===== src/rtl/fifo_dump_ctrl.sv =====
// fifo_dump_ctrl: walks the ufifo dump port and streams each queued byte as "HH<SEP>", ending with CR LF.
// Define FIFO_DUMP_CTRL_HDR_EN to prefix the stream with "Q:".
module fifo_dump_ctrl #(
  parameter int          LGFLEN = 5,
  parameter logic [7:0]  SEP    = 8'h20
) (
  input  logic              i_clk,
  input  logic              i_rst,
  input  logic              i_start,
  output logic              o_busy,
  output logic              o_done,
  output logic [LGFLEN-1:0] o_dmp_pos,
  input  logic [7:0]        i_dmp_data,
  input  logic              i_dmp_valid,
  output logic [7:0]        o_tx_data,
  output logic              o_tx_valid,
  input  logic              i_tx_ready
);
`ifdef FIFO_DUMP_CTRL_HDR_EN
  typedef enum logic [3:0] {S_IDLE, S_WAIT, S_FETCH, S_HI, S_LO, S_SEP, S_CR, S_LF, S_HDR0, S_HDR1} state_t;
`else
  typedef enum logic [3:0] {S_IDLE, S_WAIT, S_FETCH, S_HI, S_LO, S_SEP, S_CR, S_LF} state_t;
`endif
  state_t state, state_nx;
  logic [7:0] byte_q, byte_nx, tx_nx;
  logic       xfer, last, valid_nx;
  function automatic logic [7:0] hex(input logic [3:0] n);
    return (n < 4'd10) ? 8'h30 + {4'h0, n} : 8'h37 + {4'h0, n};
  endfunction
  assign xfer    = o_tx_valid & i_tx_ready;
  assign last    = o_dmp_pos == '1;
  assign o_busy  = state != S_IDLE;
  assign o_done  = (state == S_LF) & xfer;
  // the entry is snapshotted here so HI and LO always describe the same byte
  assign byte_nx = (state == S_FETCH) ? i_dmp_data : byte_q;
  always_comb begin
    state_nx = state;
    case (state)
`ifdef FIFO_DUMP_CTRL_HDR_EN
      S_IDLE:  state_nx = i_start ? S_HDR0 : S_IDLE;
      S_HDR0:  state_nx = xfer ? S_HDR1 : S_HDR0;
      S_HDR1:  state_nx = xfer ? S_WAIT : S_HDR1;
`else
      S_IDLE:  state_nx = i_start ? S_WAIT : S_IDLE;
`endif
      S_WAIT:  state_nx = S_FETCH;
      S_FETCH: state_nx = i_dmp_valid ? S_HI : S_CR;
      S_HI:    state_nx = xfer ? S_LO : S_HI;
      S_LO:    state_nx = xfer ? S_SEP : S_LO;
      S_SEP:   state_nx = xfer ? (last ? S_CR : S_WAIT) : S_SEP;
      S_CR:    state_nx = xfer ? S_LF : S_CR;
      S_LF:    state_nx = xfer ? S_IDLE : S_LF;
      default: state_nx = S_IDLE;
    endcase
  end
  // outputs are registered from the next state, so they line up with the state register
  always_comb begin
    tx_nx    = o_tx_data;
    valid_nx = 1'b1;
    case (state_nx)
`ifdef FIFO_DUMP_CTRL_HDR_EN
      S_HDR0:  tx_nx = 8'h51;
      S_HDR1:  tx_nx = 8'h3A;
`endif
      S_HI:    tx_nx = hex(byte_nx[7:4]);
      S_LO:    tx_nx = hex(byte_nx[3:0]);
      S_SEP:   tx_nx = SEP;
      S_CR:    tx_nx = 8'h0D;
      S_LF:    tx_nx = 8'h0A;
      default: valid_nx = 1'b0;
    endcase
  end
  always_ff @(posedge i_clk) begin
    if (i_rst) begin
      state      <= S_IDLE;
      byte_q     <= 8'h00;
      o_dmp_pos  <= '0;
      o_tx_valid <= 1'b0;
      o_tx_data  <= 8'h00;
    end else begin
      state      <= state_nx;
      byte_q     <= byte_nx;
      o_tx_valid <= valid_nx;
      o_tx_data  <= tx_nx;
      if (state == S_IDLE && i_start)
        o_dmp_pos <= '0;
      else if (state == S_SEP && xfer && !last)
        o_dmp_pos <= o_dmp_pos + 1'b1;
    end
  end
endmodule


===== config.mk =====
export PLATFORM = sky130hd
export DESIGN_NAME = fifo_dump_ctrl
export DESIGN_NICKNAME = d
export VERILOG_FILES = /design/src/rtl/fifo_dump_ctrl.sv
export SDC_FILE = /design/constraint.sdc
export NUM_CORES = 1
export LEC_CHECK = 0
export BUFFER_PORTS_ARGS = -buffer_cell sky130_fd_sc_hd__buf_2
export CAP_MARGIN = 10
export CELL_PAD_IN_SITES_DETAIL_PLACEMENT = 1
export CELL_PAD_IN_SITES_GLOBAL_PLACEMENT = 1
export CORE_ASPECT_RATIO = 1.75
export CORE_UTILIZATION = 40
export DETAILED_ROUTE_END_ITERATION = 16
export HOLD_SLACK_MARGIN = 0.03
export PLACE_DENSITY = 0.89
export SETUP_SLACK_MARGIN = 0.15
export SLEW_MARGIN = 25
export SYNTH_ARGS = -nofsm -noshare
export SYNTH_HDL_FRONTEND = slang
export SYNTH_SLANG_ARGS = --single-unit

===== constraint.sdc =====
create_clock -name i_clk -period 3.1 [get_ports i_clk]
set_input_delay 0.31 -clock i_clk [delete_from_list [all_inputs] [get_ports i_clk]]
set_output_delay 0.31 -clock i_clk [all_outputs]
set_load 0.005 [all_outputs]

Yosys cells after proc, flatten, opt, wreduce, memory -nomap -nowiden
Cells that the tools add are included.
- register bits after elaboration: 26
- bits in latches: 0
- RAM bits: 0
- ROM bits: 0
- bits of input ports: 13
- output and inout bits: 16
- logic and storage cells: 50
- memories: 0
- add/sub/neg operators: 5
- multipliers: 0
- divide/modulo/power cells: 0
- $lt $le $gt $ge: 2
- eq/ne operators: 13
- shift-type cells: 0
- muxes and demuxes: 14
- bitwise gates (word level): 2
- reductions and logical operators: 9
- operator list (operator ; number):
    8-bit one-hot mux with 5 select lines ; 1
    4-bit by 3-bit equality test with 1-bit output, second input constant ; 8
    6-bit by 4-bit adder with 7-bit output, first input constant ; 4
    3-bit one-hot mux with 8 select lines ; 1
    3-bit 2-to-1 mux ; 5
    7-bit 2-to-1 mux ; 2
    4-bit by 2-bit equality test with 1-bit output, second input constant ; 3
    4-bit less-than comparator, second input constant ; 2
    8-bit 2-to-1 mux ; 1
    5-bit by 1-bit adder with 5-bit output, second input constant ; 1
    5-bit equality test, second input constant ; 1
    5-bit nonzero test ; 1
    5-bit OR reduction ; 1
    4-bit by 1-bit equality test with 1-bit output, second input constant ; 1
    4-bit logical NOT ; 1
    1-bit 2-to-1 mux ; 4
    4-bit nonzero test ; 1
    1-bit logical AND ; 3
    1-bit bitwise AND ; 2
    2-bit OR reduction ; 1
    1-bit logical NOT ; 1

Longest topological paths before layout
- word-level depth: 7
- depth in mapped cells: 12
- depth with buffers taken out: 9

Worst setup path before layout
No wires, ideal clock.
- path type: register -> register
- start: register state[0]
- end: register o_tx_data[2]
- setup time: 0.134 ns
- arrival time: 2.165 ns
- required time: 2.966 ns
- slack: 0.800 ns
- cell stages (with the launch flop): 12
- path buffers: 3
- clock period less this slack: 2.300 ns
- path through: dfxtp_1 -> buf_6 -> nor3b_4 -> buf_6 -> buf_2 -> mux2i_1 -> ha_1 -> nand2_1 -> a211oi_1 -> a21oi_1 -> a222oi_1 -> a211oi_1
- longest elaborated chain between the ends: 5
- elaborated cells on any way between the ends: 25
- classes of those cells: add/sub (4); order compare (2); eq/ne (12); mux (5); reduce/logical (2)
- ends and longest elaborated chain (element ; RTL line ; source):
    from (decl) ; 24 ; state_t state, state_nx;
    from (signal assigned) ; 81 ; state <= state_nx;
    4-bit by 2-bit equality test with 1-bit output ; 35, 38 ;
    8-bit 2-to-1 mux ; 35 ; assign byte_nx = (state == S_FETCH) ? i_dmp_data : byte_q;
    6-bit by 4-bit adder with 7-bit output / 4-bit less-than comparator (equally long branches) ; 28 ; return (n < 4'd10) ? 8'h30 + {4'h0, n} : 8'h37 + {4'h0, n};
    7-bit 2-to-1 mux ; 28 ;
    8-bit one-hot mux with 5 select lines ; 60 ; case (state_nx)
    to (signal assigned) ; 84 ; o_tx_data <= tx_nx;
    to (decl) ; 15 ; output logic [7:0] o_tx_data,
Parallel ways exist; a longest one is shown, timed or not. The select of a mux whose other input is x is not followed.
A chain may end at the register's enable or synchronous reset.

Worst setup path after layout
- start: register state[1]
- end: register o_tx_data[2]
The elaborated chain is that of the path after synthesis.

==> flow_metrics.env <==
export IMPL_crit_path_start_kind="register"
export IMPL_hold_depth=3
export IMPL_ant_nets=0
export IMPL_syn_cell_area_mm2=0.00142
export IMPL_drv_slew=0
export IMPL_die_area_mm2=0.00379
export IMPL_n_fill_cell=443
export IMPL_start_util=0.421
export IMPL_grt_pass1_vias=1397
export IMPL_routed_via_density=6.00
export IMPL_hp_class="in2reg"
export IMPL_yosys_warnings=0
export IMPL_cts_reportedPaths_clkPinSlew_ns=0.09
export IMPL_period_needed_ns=2.90
export IMPL_leakagePower_nw=0.653
export IMPL_worstHoldStart="i_dmp_data[3]"
export IMPL_drt_iter0_drc=57
export IMPL_seqCellArea_um2=480
export IMPL_nets=202
export IMPL_ys_seq_area_frac=0.340
export IMPL_hpwl_mm=2.99
export IMPL_fp_row_count=28
export IMPL_place_inst=222
export IMPL_layout_cells_non_filler=229
export IMPL_hold_violations=0
export IMPL_cp_max_fo=13
export IMPL_track_usage=0.231
export IMPL_wl_mm=4.13
export IMPL_r2r_end="o_tx_data[2]"
export IMPL_drc=0
export IMPL_grt_setup_unrepaired="no"
export IMPL_reg2regPathDepth=9
export IMPL_cts_sinks=24
export IMPL_cts_buffers=3
export IMPL_area_growth_pct=15.9
export IMPL_die_y_um=80.7
export IMPL_r2r_slack_ns=0.20
export IMPL_critPathCaptureType="register"
export IMPL_syn_inst=158
export IMPL_placed_cell_area_mm2=0.00155
export IMPL_gp_congestion=0.797
export IMPL_max_slew_margin_rel=0.533
export IMPL_ys_types=46
export IMPL_antenna_found_initial=0
export IMPL_min_to="byte_q[3]"
export IMPL_synth_enable_flop_cells=0
export IMPL_period_share=0.936
export IMPL_criticalPathCategory="reg2reg"
export IMPL_ir_worst_vdd_mv=0.320
export IMPL_port_buffers=27
export IMPL_crit_arrival_ns=3.07
export IMPL_tns_ns=0
export IMPL_reg2reg_from="state[1]"
export IMPL_synth_flop_cell="dfxtp_1"
export IMPL_drv_cap=0
export IMPL_required_ns=3.27
export IMPL_grt_max_degree=22
export IMPL_core_mm2=0.00336
export IMPL_cts_tree="done"
export IMPL_setup_viol_count_final=0
export IMPL_final_layout_size_suffix_gt1_frac=0.250
export IMPL_num_vias=1374
export IMPL_io_pins=29
export IMPL_ys_async_sr_fraction=0
export IMPL_outcome="completed"
export IMPL_htree_levels=1
export IMPL_clockBufferDepth=2
export IMPL_timing_fmax_ghz=0.345
export IMPL_tightest_slew_ns=0.700
export IMPL_dieWidth_um=47.0
export IMPL_grt_pass1_wl_mm=6.23
export IMPL_syn_nets=175
export IMPL_multiInputGateArea_um2=845
export IMPL_wl_per_cell_um=18.0
export IMPL_skew_ns=0.00234
export IMPL_ys_seq_elements=24
export IMPL_drtPass1Iterations=4
export IMPL_clkLatencyLatePin_ns=0.27
export IMPL_power_density_mw_per_mm2=560
export IMPL_fin_area_mm2=0.00164
export IMPL_syn_avg_cell_area_um2=8.96
export IMPL_overflow=0
export IMPL_diodes=0
export IMPL_cts_root_buf="clkbuf_8"
per-stage QoR:
step           power (mW)  utilization  setup slack [ns]  hold slack, ns
2_1_floorplan       0.564            -             0.800           0.463
3_3_place_gp        0.611        0.460             0.625           0.464
3_5_place_dp        0.626        0.460             0.406           0.488
4_1_cts             0.908        0.481             0.251           0.364
5_1_grt             0.960        0.488            0.0964           0.383
6_report            0.919        0.488             0.200           0.362
placed cells by master (no fill, tap or decap), types with 4 or more instances in the layout:
master    instances
nor2_1           19
buf_4             5
ha_1              4
nor3b_1           4
nand2_1           7
a211oi_1          7
mux2i_1          12
dfxtp_1          24
a21oi_1           9
o21ai_0           8
buf_2            27
synthesized netlist by cell type, types with 4 or more instances:
| cell type | n | area share |
|---|---|---|
| dfxtp_1 | 24 | 0.34 |
| nor2_1 | 19 | 0.050 |
| mux2i_1 | 12 | 0.085 |
| a21oi_1 | 9 | 0.032 |
| o21ai_0 | 8 | 0.028 |
| a211oi_1 | 7 | 0.037 |
| nand2_1 | 7 | 0.019 |
| buf_6 | 4 | 0.032 |
| ha_1 | 4 | 0.035 |
| nor3b_1 | 4 | 0.021 |
report_power, final:
group | switching [mW] | internal, mW
clock network | 0.103 | 0.173
registers | 0.0351 | 0.336
logic | 0.160 | 0.111
critical path, stage by stage, from the launching register on:
cell	delay, ns
dfxtp_1	0.59
nor3b_4	0.38
mux2i_1	0.38
ha_1	0.31
nand2_1	0.14
nor3b_1	0.27
a21oi_1	0.10
a21oi_1	0.22
a222oi_1	0.13
a211oi_1	0.28
state kept, by name, summed over array words and instances (netlist names):
register    flops
byte_q          8
o_tx_data       7
o_dmp_pos       5
state           3
o_tx_valid      1
timing repair:
| action | in CTS | in global routing |
|---|---|---|
| setup endpoints to repair | 0 | 1 |
| resized for setup | 0 | 0 |
| buffers inserted | 0 | 3 |
| hold buffers | 0 | 0 |
area by class of cell:
class	instances	share of cell area
Multi-Input combinational cell	120	0.515
Sequential cell	24	0.293
Timing Repair Buffer	32	0.105
Tap cell	45	0.0343
Clock buffer	3	0.0252
Clock inverter	1	0.0183
Inverter	4	0.00915
how the worst max path moves through the flow:
stage | cells after the start | slack, ns | start | to
finish | 9 | 0.20 | state[1] | o_tx_data[2]
global route | 9 | 0.1 | state[1] | o_tx_data[2]
CTS | 9 | 0.25 | state[1] | o_tx_data[2]
detailed placement | 9 | 0.41 | state[1] | o_tx_data[2]
global placement | 8 | 0.63 | state[1] | o_tx_data[2]
floorplan | 11 | 0.80 | state[0] | o_tx_data[2]
routing by layer:
layer / track usage / vias to the layer above / share of wire
li1: - / 636 / -
met1: 0.205 / 668 / 0.34
met2: 0.442 / 51 / 0.57
met3: 0.0270 / 19 / 0.037
met4: 0.149 / 0 / 0.049
met5: 0 / - / 0
cell families after synthesis:
logic type	share of synthesized area
fa+ha+maj	0.0354
flops	0.340
compound gates	0.241
mux	0.0946
simple gates	0.192
buf+inv	0.0637
other cells	0.00265
xor+xnor	0.0310
(Power assumes the default switching activity.)
